File: src/rtl/fifo_read_controller.sv
// Read-domain controller for the I2C master async FIFO: read pointer ownership,
// empty/level derivation, synchronous-RAM read sequencing and round-robin
// arbitration between the transmit engine (req 0) and the register path (req 1).
module fifo_read_controller #(
  parameter int addr_size = 3,
  parameter int data_size = 8
) (
  input  logic                 read_clock_i,
  input  logic                 read_reset_n_i,
  input  logic [addr_size:0]   write_to_read_pointer_i,
  input  logic [1:0]           rd_req_i,
  input  logic                 flush_i,
  input  logic [data_size-1:0] mem_read_data_i,
  output logic [1:0]           rd_gnt_o,
  output logic [data_size-1:0] rd_data_o,
  output logic                 rd_data_valid_o,
  output logic                 mem_rd_en_o,
  output logic [addr_size-1:0] mem_read_addr_o,
  output logic [addr_size:0]   read_pointer_o,
  output logic                 empty_o,
  output logic [addr_size:0]   level_o
);

  typedef enum logic [1:0] {IDLE, FETCH, WAIT, DONE} state_t;

  state_t                 r_state;
  state_t                 w_state_next;
  logic [addr_size:0]     r_rbin;
  logic [addr_size:0]     r_rptr;
  logic [addr_size:0]     r_level;
  logic [1:0]             r_gnt;
  logic [data_size-1:0]   r_data;
  logic                   r_valid;
  logic                   r_last_gnt;
  logic [addr_size:0]     w_wbin;
  logic [addr_size:0]     w_rbin_inc;
  logic                   w_empty;
  logic                   w_flush;
  logic                   w_take;
  logic                   w_winner;

  // Gray-to-binary of the synchronized write pointer: bit i is the XOR of all Gray bits at or above i
  always_comb begin
    w_wbin = '0;
    for (int unsigned i = 0; i <= addr_size; i++) begin
      w_wbin[i] = ^(write_to_read_pointer_i >> i);
    end
  end

  assign w_rbin_inc = r_rbin + 1'b1;
  assign w_empty    = (r_rptr == write_to_read_pointer_i);

  // Next-state, flush/grant decisions and round-robin winner selection
  always_comb begin
    w_state_next = r_state;
    w_flush      = 1'b0;
    w_take       = 1'b0;
    w_winner     = 1'b0;
    unique case (rd_req_i)
      2'b01:   w_winner = 1'b0;
      2'b10:   w_winner = 1'b1;
      2'b11:   w_winner = ~r_last_gnt;
      default: w_winner = 1'b0;
    endcase
    unique case (r_state)
      IDLE: begin
        if (flush_i) begin
          w_flush = 1'b1;
        end else if (!w_empty && (rd_req_i != 2'b00)) begin
          w_take       = 1'b1;
          w_state_next = FETCH;
        end
      end
      FETCH:   w_state_next = WAIT;
      WAIT:    w_state_next = DONE;
      DONE:    w_state_next = IDLE;
      default: w_state_next = IDLE;
    endcase
  end

  // State register
  always_ff @(posedge read_clock_i or negedge read_reset_n_i) begin
    if (!read_reset_n_i) begin
      r_state <= IDLE;
    end else begin
      r_state <= w_state_next;
    end
  end

  // Pointer, level, grant and read-data registers
  always_ff @(posedge read_clock_i or negedge read_reset_n_i) begin
    if (!read_reset_n_i) begin
      r_rbin     <= '0;
      r_rptr     <= '0;
      r_level    <= '0;
      r_gnt      <= '0;
      r_data     <= '0;
      r_valid    <= 1'b0;
      r_last_gnt <= 1'b1;
    end else begin
      r_level <= w_wbin - r_rbin;
      if (w_flush) begin
        r_rbin <= w_wbin;
        r_rptr <= w_wbin ^ (w_wbin >> 1);
      end else if (w_take) begin
        r_gnt      <= w_winner ? 2'b10 : 2'b01;
        r_last_gnt <= w_winner;
      end
      if (r_state == WAIT) begin
        r_data  <= mem_read_data_i;
        r_valid <= 1'b1;
        r_rbin  <= w_rbin_inc;
        r_rptr  <= w_rbin_inc ^ (w_rbin_inc >> 1);
      end
      if (r_state == DONE) begin
        r_valid <= 1'b0;
        r_gnt   <= '0;
      end
    end
  end

  assign mem_rd_en_o     = (r_state == FETCH);
  assign mem_read_addr_o = r_rbin[addr_size-1:0];
  assign read_pointer_o  = r_rptr;
  assign empty_o         = w_empty;
  assign level_o         = r_level;
  assign rd_gnt_o        = r_gnt;
  assign rd_data_o       = r_data;
  assign rd_data_valid_o = r_valid;

endmodule

File: config.mk
export PLATFORM = sky130hd
export DESIGN_NAME = fifo_read_controller
export DESIGN_NICKNAME = d
export VERILOG_FILES = /design/src/rtl/fifo_read_controller.sv
export SDC_FILE = /design/constraint.sdc
export NUM_CORES = 1
export LEC_CHECK = 0
export ABC_AREA = 1
export CAP_MARGIN = 10
export CORE_MARGIN = 3
export CORE_UTILIZATION = 45
export CTS_CLUSTER_SIZE = 25
export DETAILED_ROUTE_END_ITERATION = 10
export PLACE_DENSITY = 0.8
export SETUP_SLACK_MARGIN = 0.1
export SYNTH_ARGS = -nofsm -noshare
export SYNTH_HDL_FRONTEND = slang
export SYNTH_SLANG_ARGS = --single-unit
File: constraint.sdc
create_clock -name read_clock_i -period 1.8 [get_ports read_clock_i]
set_input_delay 0.36 -clock read_clock_i [delete_from_list [all_inputs] [get_ports read_clock_i]]
set_output_delay 0.36 -clock read_clock_i [all_outputs]
set_load 0.005 [all_outputs]
Word level (Yosys, flattened, before mapping)

Index checks and enable logic that the tools add are counted.
Widths: inputs -> output; s select.

Add/subtract/negate cells: 2
Equality and inequality tests: 9
Multiplexer cells: 19
Bitwise operators: 4
Reduce and logical (&&, ||, !) cells: 14

Operators with widths:

| kind                | count |
|---|---|
| $mux 4              | 4 |
| $reduce_xor 4->1    | 4 |
| $mux 2              | 6 |
| $eq 2x2->1 const B  | 4 |
| $pmux 2 s4          | 1 |
| $reduce_bool 2->1   | 4 |
| $xor 4x3->4         | 2 |
| $mux 1              | 7 |
| $reduce_and 2->1    | 3 |
| $add 4x1->4 const B | 1 |
| $eq 4x4->1          | 1 |
| $ne 2x2->1 const B  | 2 |
| $sub 4x4->4         | 1 |
| $eq 2x1->1 const B  | 1 |
| $logic_not 2->1     | 1 |
| $ne 2x1->1 const B  | 1 |
| $not 1->1           | 2 |
| $pmux 1 s2          | 1 |
| $logic_and 1x1->1   | 1 |
| $logic_not 1->1     | 1 |

Bits in registers: 26
Input bits: 17
Output and inout bits: 24
Logic and storage cells: 56

Logic depth before layout (Yosys ltp)

Gate-level depths: netlist of run 1.

Word-level depth: 9
Gate-level depth with buffers: 9
Mapped depth without buffers: 9

Worst setup path before layout of run 1

Ideal clock, no wire load.

Path type: input to register
Start: input port write_to_read_pointer_i[3]
End: register r_level[3], in the netlist level_o[3]
Setup time: 0.080 ns
Arrival time: 1.515 ns
Data required time: 1.720 ns
Setup slack: 0.205 ns
Stages on the path: 9
Buffers on the path: 0
Cell sequence: inv_1 nand2_1 nand2_1 xor2_1 inv_1 ha_1 nand2_1 o21ai_0 xnor2_1

Longest elaborated chain between the ends: 2
Elaborated cells between the ends (all ways): 5
Classes of those cells: 1 x add/sub; 4 x reduce/logical

Ends and longest elaborated chain:

| what                   | line | text |
|---|---|---|
| start: declaration     | 10   | `input logic [addr_size:0] write_to_read_pointer_i,` |
| $reduce_xor 4->1       | 46   | `w_wbin[i] = ^(write_to_read_pointer_i >> i);` |
| $sub 4x4->4 *          | 101  | `r_level <= w_wbin - r_rbin;` |
| end signal: assignment | 101  |  |
| end: declaration       | 30   | `logic [addr_size:0] r_level;` |

Every way passes the cells marked *; elsewhere a longest branch is shown, timed or not.
A chain may end at the register's enable or synchronous reset.

==> results.cfg, run 1 <==
[run_status]
status = finished clean

[yosys]
yosys_warnings = 0
yosysMostFrequentCell = nand2_1
ys.flop_type = dfrtp_1
synth_top_area_frac = 0.444
ys_async_sr_fraction = 1.00
yosys.area.top_type = dfrtp_1
synth_enable_flop_cells = 0
synth_seq_cells = 25
ys_top_cells_by_count = nand2_1 (62), dfrtp_1 (24), inv_1 (22), ha_1 (9), nand3_1 (9)
yosys-top-cells-area = dfrtp_1 (44%), nand2_1 (17%), ha_1 (8.3%)
synth_cells = 167
synth_area_sq_um = 1350
syn_nets = 194
ys_seq_area_frac = 0.463
yosysUniqueCellTypes = 25
syn_avg_cell_area_sq_um = 8.10

[global_routing]
use_met3 = 0.0298
grt_pass1_wl_microns = 5180
busiest_layer = met2
antenna_found_initial = 0
grt-ovfl-total = 0
grt_pass1_vias = 1212
use_met1 = 0.214
grt_use_total = 0.188
use_met2 = 0.345
grt_start_max_net_pins = 26

[critical_path]
rr_worst_depth = 8
r2r_end = r_rbin[0]$_DFFE_PN0P_
reg2reg_from = r_state[0]$_DFFE_PN0P_
critPathTopFamily = flip-flops
critPathMaxStageDelay_ns = 0.43
critical_path_buf_inv_count = 3
r2r_slack_ns = 0.18
critPathCaptureType = output port
path_max_fanout = 4
path_common_cell = nand2_1
required_ns = 1.44
crit_chain = inv_2 > nand2_1 > nand2_1 > nor2_1 > nand2_1 > inv_1 > clkbuf_2
critPathKind = reg2out
cp_slowest_cell = dfrtp_1
crit_arrival_ns = 1.28
start_kind = flop

[cts]
clock_sinks = 25
path_clk_slew_ns = 0.15
cts_tree = yes
cts_max_level = 1
root_buffer = clkbuf_4
cts_buffer_depth = 2
cts_hold_buf = 0
numCtsBuffers = 3
clk_latency_ns = 0.34

[sta]
hold_viol = 0
fin_crit_sh = 0.914
fin_crit_ns = 1.64
finalSetupViolations = 0
finalSetupTns_ns = 0
fmax_mhz = 608
clock_skew_ns = 0.00805
layout_setup_ws_ns = 0.155
slew_viol_final = 0
rsz0062_at_grt = true
tightest_slew_ns = 0.325
max_slew_margin = 0.784

[detailed_routing]
first_pass_iters = 4
via_per_inst = 5.03
routedWlPerCell_microns = 12.9
ant_nets = 0
drt_iter0_markers = 75
drc = 0
wl_microns = 3280
vias = 1282

[floorplanning]
placementRows = 19
initial_utilization = 0.482
core-area_sq_um = 2810
die_y_microns = 60.8
io_pins = 41
die_w_microns = 60.8
die_area_sq_um = 3700

[power_and_ir_drop]
vdd_drop_max_mv = 0.847
leakage_nw = 1.00
power_density_nw_per_um2 = 1680

[final_layout]
finalNetCount = 252
fin_util = 0.692
antennaDiodeCount = 0
syn_to_final_growth_pct = 43.6
fill_cells = 232
fin_area_sq_um = 1940
final_layout_size_suffix_gt1_frac = 0.147

[hold_path]
holdCritPathClass = in2async

[placement]
place.gp.congestion = 0.777
dp_slack_ns = -0.417
placement.io_buffers = 40
placed_area_sq_um = 1860
hpwlAfterDp_microns = 2420

[run]
cap_violations = 0
cells in the final DEF, fill, tap and decap left out, drive strengths merged:
| cell | n |
|---|---|
| xor2 | 2 |
| ha | 9 |
| nor2 | 8 |
| nand4 | 2 |
| dfrtp | 24 |
| clkbuf | 4 |
| a21oi | 4 |
| or2 | 1 |
| buf | 15 |
| clkinvlp | 1 |
| o21ai | 8 |
| clkdlybuf4s50 | 34 |
| inv | 23 |
| o21bai | 1 |
| nand3 | 10 |
| dlygate4sd2 | 5 |
| a22oi | 1 |
| dfstp | 1 |
| nand2 | 63 |
| xnor2 | 4 |
| o221ai | 1 |
| o211ai | 2 |
| fa | 1 |
worst max path at each step:
| stage | from | to | cells past startpoint |
|---|---|---|---|
| floorplan | write_to_read_pointer_i[3] | level_o[3]$_DFF_PN0_ | 9 |
| global placement | write_to_read_pointer_i[2] | level_o[3]$_DFF_PN0_ | 10 |
| detailed placement | write_to_read_pointer_i[2] | level_o[3]$_DFF_PN0_ | 10 |
| CTS | r_rbin[3]$_DFFE_PN0P_ | empty_o | 7 |
| global route | r_rbin[3]$_DFFE_PN0P_ | empty_o | 7 |
| finish | r_rbin[3]$_DFFE_PN0P_ | empty_o | 7 |
stage by stage:
stage                     hold slack (ns)  instances  total power [W]
final                               0.362        255          0.00326
after CTS                           0.358        253          0.00322
after floorplan                    0.0644        167          0.00200
after global placement              0.453        246          0.00278
after detailed placement            0.459        246          0.00289
after global routing                0.373        255          0.00355
state kept, by name (all words and copies together) (netlist names):
name and cells:
level_o 4, r_last_gnt 1, r_rbin 4, r_state 2
rd_data_o 8, rd_data_valid_o 1, rd_gnt_o 2, read_pointer_o 3
power breakdown:
group          switching (W)  leakage (nW)  total (W)  internal (W)
Combinational       0.000952         0.689    0.00196       0.00101
Sequential          0.000170         0.298    0.00103      0.000862
Clock               0.000185        0.0139   0.000270     0.0000854
Total                0.00131          1.00    0.00326       0.00195
metal layers:
| metal | part of all wire | wire [microns] |
|---|---|---|
| met2 | 0.53 | 1730 |
| met4 | 0.021 | 70 |
| met3 | 0.046 | 152 |
| met5 | 0 | 0 |
| met1 | 0.41 | 1330 |
cell type report:
class / instances / area, sq um / share of cell area
Clock buffer: 3 / 22.5 / 0.0116
Clock inverter: 1 / 7.51 / 0.00387
Inverter: 23 / 86.3 / 0.0445
Multi-Input combinational cell: 117 / 656 / 0.338
Sequential cell: 25 / 629 / 0.324
Tap cell: 31 / 38.8 / 0.0200
Timing Repair Buffer: 55 / 502 / 0.258
logic make-up (layout without fill, tap and decap cells):
group | count (synthesis) | after routing | synth area share
buffers and inverters | 25 | 82 | 0.0703
AO/OA/AOI/OAI | 17 | 17 | 0.0759
flip-flops | 25 | 25 | 0.463
adder cells (fa/ha/maj) | 10 | 10 | 0.0981
AND/OR/NAND/NOR | 84 | 84 | 0.253
XOR/XNOR | 6 | 6 | 0.0389
worst reg2reg max path, stage by stage (launching register included):
cell      delay, ns
dfrtp_1        0.45
inv_1          0.13
ha_4           0.21
inv_2          0.20
nand2_2        0.14
inv_1          0.20
nand2_1        0.07
nand2_1        0.06
o21bai_1       0.10
repair_timing:
item                                    4_1_cts  5_1_grt
endpoints found under the setup margin        9        6
gates resized for setup                      11        6
pin swaps                                     1        3
buffers inserted                              3        2
Power figures use the tool's default switching activity.
==> inputs of run 2 (changes only) <==
--- a/config.mk
+++ b/config.mk
@@ -12,6 +12,7 @@
 export CTS_CLUSTER_SIZE = 25
 export DETAILED_ROUTE_END_ITERATION = 10
 export PLACE_DENSITY = 0.8
+export REMOVE_ABC_BUFFERS = 1
 export SETUP_SLACK_MARGIN = 0.1
 export SYNTH_ARGS = -nofsm -noshare
 export SYNTH_HDL_FRONTEND = slang
==> run 2 against run 1 <==
  * Combinational power barely moved
  * Clock power fell by 3%
  * Fmax decreased by 4.0%
  * Register-to-register slack improved by 0.03 ns
  * Sequential power is essentially flat
  * Clock skew is 0.0029 ns lower
  * Design area is 0.64% higher
  * Non-clock buffer count increased by 4
  * Sequential share of layout area is 0.14 points lower
  * Setup slack got worse by 0.069 ns
  * Clock-buffer cell count grew 1
  * Largest power group unchanged
==> results.cfg, run 2 (synthesis results as in run 1) <==
[power_and_ir_drop]
power_w = 0.00329
vdd_drop_max_mv = 0.859
power_density_nw_per_um2 = 1680
leakage_nw = 1.03

[global_routing]
grt_use_total = 0.202
use_met2 = 0.366
use_met1 = 0.222
busiest_layer = met2
use_met3 = 0.0383
antenna_found_initial = 0
grt_start_max_net_pins = 26
grt-ovfl-total = 0
grt_pass1_wl_microns = 5520
grt_pass1_vias = 1310

[floorplanning]
initial_utilization = 0.482
core-area_sq_um = 2810
die_y_microns = 60.8
die_w_microns = 60.8
io_pins = 41
die_area_sq_um = 3700
placementRows = 19

[cts]
clock_sinks = 25
numCtsBuffers = 3
cts_hold_buf = 0
cts_max_level = 1
clk_latency_ns = 0.33
cts_tree = yes
cts_buffer_depth = 2
root_buffer = clkbuf_4
path_clk_slew_ns = 0.14

[sta]
hold_viol = 0
fin_crit_sh = 0.952
whs_ns = 0.377
clock_skew_ns = 0.00514
rsz0062_at_grt = true
tightest_slew_ns = 0.328
fmax_mhz = 584
finalSetupViolations = 0
fin_crit_ns = 1.71
slew_viol_final = 0
max_slew_margin = 0.781

[critical_path]
reg2reg_from = r_state[0]$_DFFE_PN0P_
required_ns = 1.44
cp_slowest_cell = clkdlybuf4s50_1
r2r_slack_ns = 0.21
crit_arrival_ns = 1.35
critPathCaptureType = output port
rr_worst_depth = 8
critPathKind = reg2out
path_max_fanout = 3
r2r_end = r_rbin[0]$_DFFE_PN0P_
crit_chain = buf_4 > clkdlybuf4s50_1
critPathTopFamily = buffers and inverters
start_kind = flop
critical_path_buf_inv_count = 2
critPathMaxStageDelay_ns = 0.49

[detailed_routing]
ant_nets = 0
wl_microns = 3280
drt_iter0_markers = 65
vias = 1319
drc = 0
routedWlPerCell_microns = 12.6
via_per_inst = 5.09
first_pass_iters = 4

[placement]
placed_area_sq_um = 1870
hpwlAfterDp_microns = 2460
place.gp.congestion = 0.867
placement.io_buffers = 40

[run_status]
status = finished clean

[final_layout]
syn_to_final_growth_pct = 44.5
finalNetCount = 256
largest_reg_flops = 8
final_layout_size_suffix_gt1_frac = 0.162
final_common_cell = nand2_1
final_cell_mix = nand2_1 (61), clkdlybuf4s50_1 (33), dfrtp_1 (21), buf_4 (19), inv_1 (18)
antennaDiodeCount = 0
fin_util = 0.697
fin_area_sq_um = 1950

[hold_path]
holdCritPathClass = in2async

[run]
cap_violations = 0
## run 2: changes by cell type in the layout (fill, tap and decap cells not counted), sizes merged
cell	change
clkinvlp	-1
clkdlybuf4s50	-1
buf	+4
dlymetal6s2s	+1
clkbuf	+1
## run 2: worst reg2reg max path, cell delays in order (launching register included)
cell,delay (ns)
dfrtp_1,0.45
inv_1,0.13
ha_1,0.28
nand2_1,0.11
nand2_2,0.12
inv_1,0.12
nand2_1,0.08
nand2_1,0.04
o21bai_1,0.14
## run 2: cell type report
| cell class | count | area [sq um] |
|---|---|---|
| Clock buffer | 4 | 26.3 |
| Fill cell | 241 | 851 |
| Inverter | 23 | 88.8 |
| Multi-Input combinational cell | 117 | 636 |
| Sequential cell | 25 | 631 |
| Tap cell | 31 | 38.8 |
| Timing Repair Buffer | 59 | 534 |
## run 2: routing by layer
layer  vias up  routed length (microns)
met3        11                      143
li1        648                        -
met5         -                        0
met2        43                     1760
met4         0                       88
met1       617                     1290
## run 2: stage by stage
stage / TNS [ns] / setup WS [ns] / std cells
3_5_place_dp: -1.44 / -0.382 / 247
3_3_place_gp: -1.35 / -0.372 / 247
2_1_floorplan: 0 / 0.168 / 165
5_1_grt: 0 / 0.0285 / 259
6_report: 0 / 0.0864 / 259
4_1_cts: 0 / 0.00115 / 256
## run 2: how the worst max path moves through the flow
stage                                       start                            end  slack, ns  cells after the start
floorplan                  r_state[0]$_DFFE_PN0P_  read_pointer_o[0]$_DFFE_PN0P_       0.17                      7
global placement       write_to_read_pointer_i[3]                        empty_o      -0.37                      8
detailed placement     write_to_read_pointer_i[3]                        empty_o      -0.38                      8
CTS                         r_rbin[3]$_DFFE_PN0P_                        empty_o      0.001                      7
global route        read_pointer_o[0]$_DFFE_PN0P_              read_pointer_o[0]       0.03                      2
finish              read_pointer_o[0]$_DFFE_PN0P_              read_pointer_o[0]       0.09                      2
## run 2: report_power, final
| group | total (W) | leakage [nW] | internal (W) | switching [W] |
|---|---|---|---|---|
| Combinational | 0.00198 | 0.720 | 0.00104 | 0.000946 |
| Sequential | 0.00105 | 0.297 | 0.000864 | 0.000181 |
| Clock | 0.000262 | 0.0150 | 0.0000870 | 0.000175 |
## run 2: repair_timing
item / CTS / global route
buffers inserted: 5 / 3
gates resized for setup: 11 / 9
hold endpoints to repair: 0 / 0
setup endpoints to repair: 7 / 6
pin swaps: 1 / 3
==> inputs of run 3 (changes only) <==
--- a/config.mk
+++ b/config.mk
@@ -6,7 +6,7 @@
 export NUM_CORES = 1
 export LEC_CHECK = 0
 export ABC_AREA = 1
-export CAP_MARGIN = 10
+export CAP_MARGIN = 20
 export CORE_MARGIN = 3
 export CORE_UTILIZATION = 45
 export CTS_CLUSTER_SIZE = 25
==> results of run 3 <==
Final layout, timing and power as in run 2 (identical DEF).
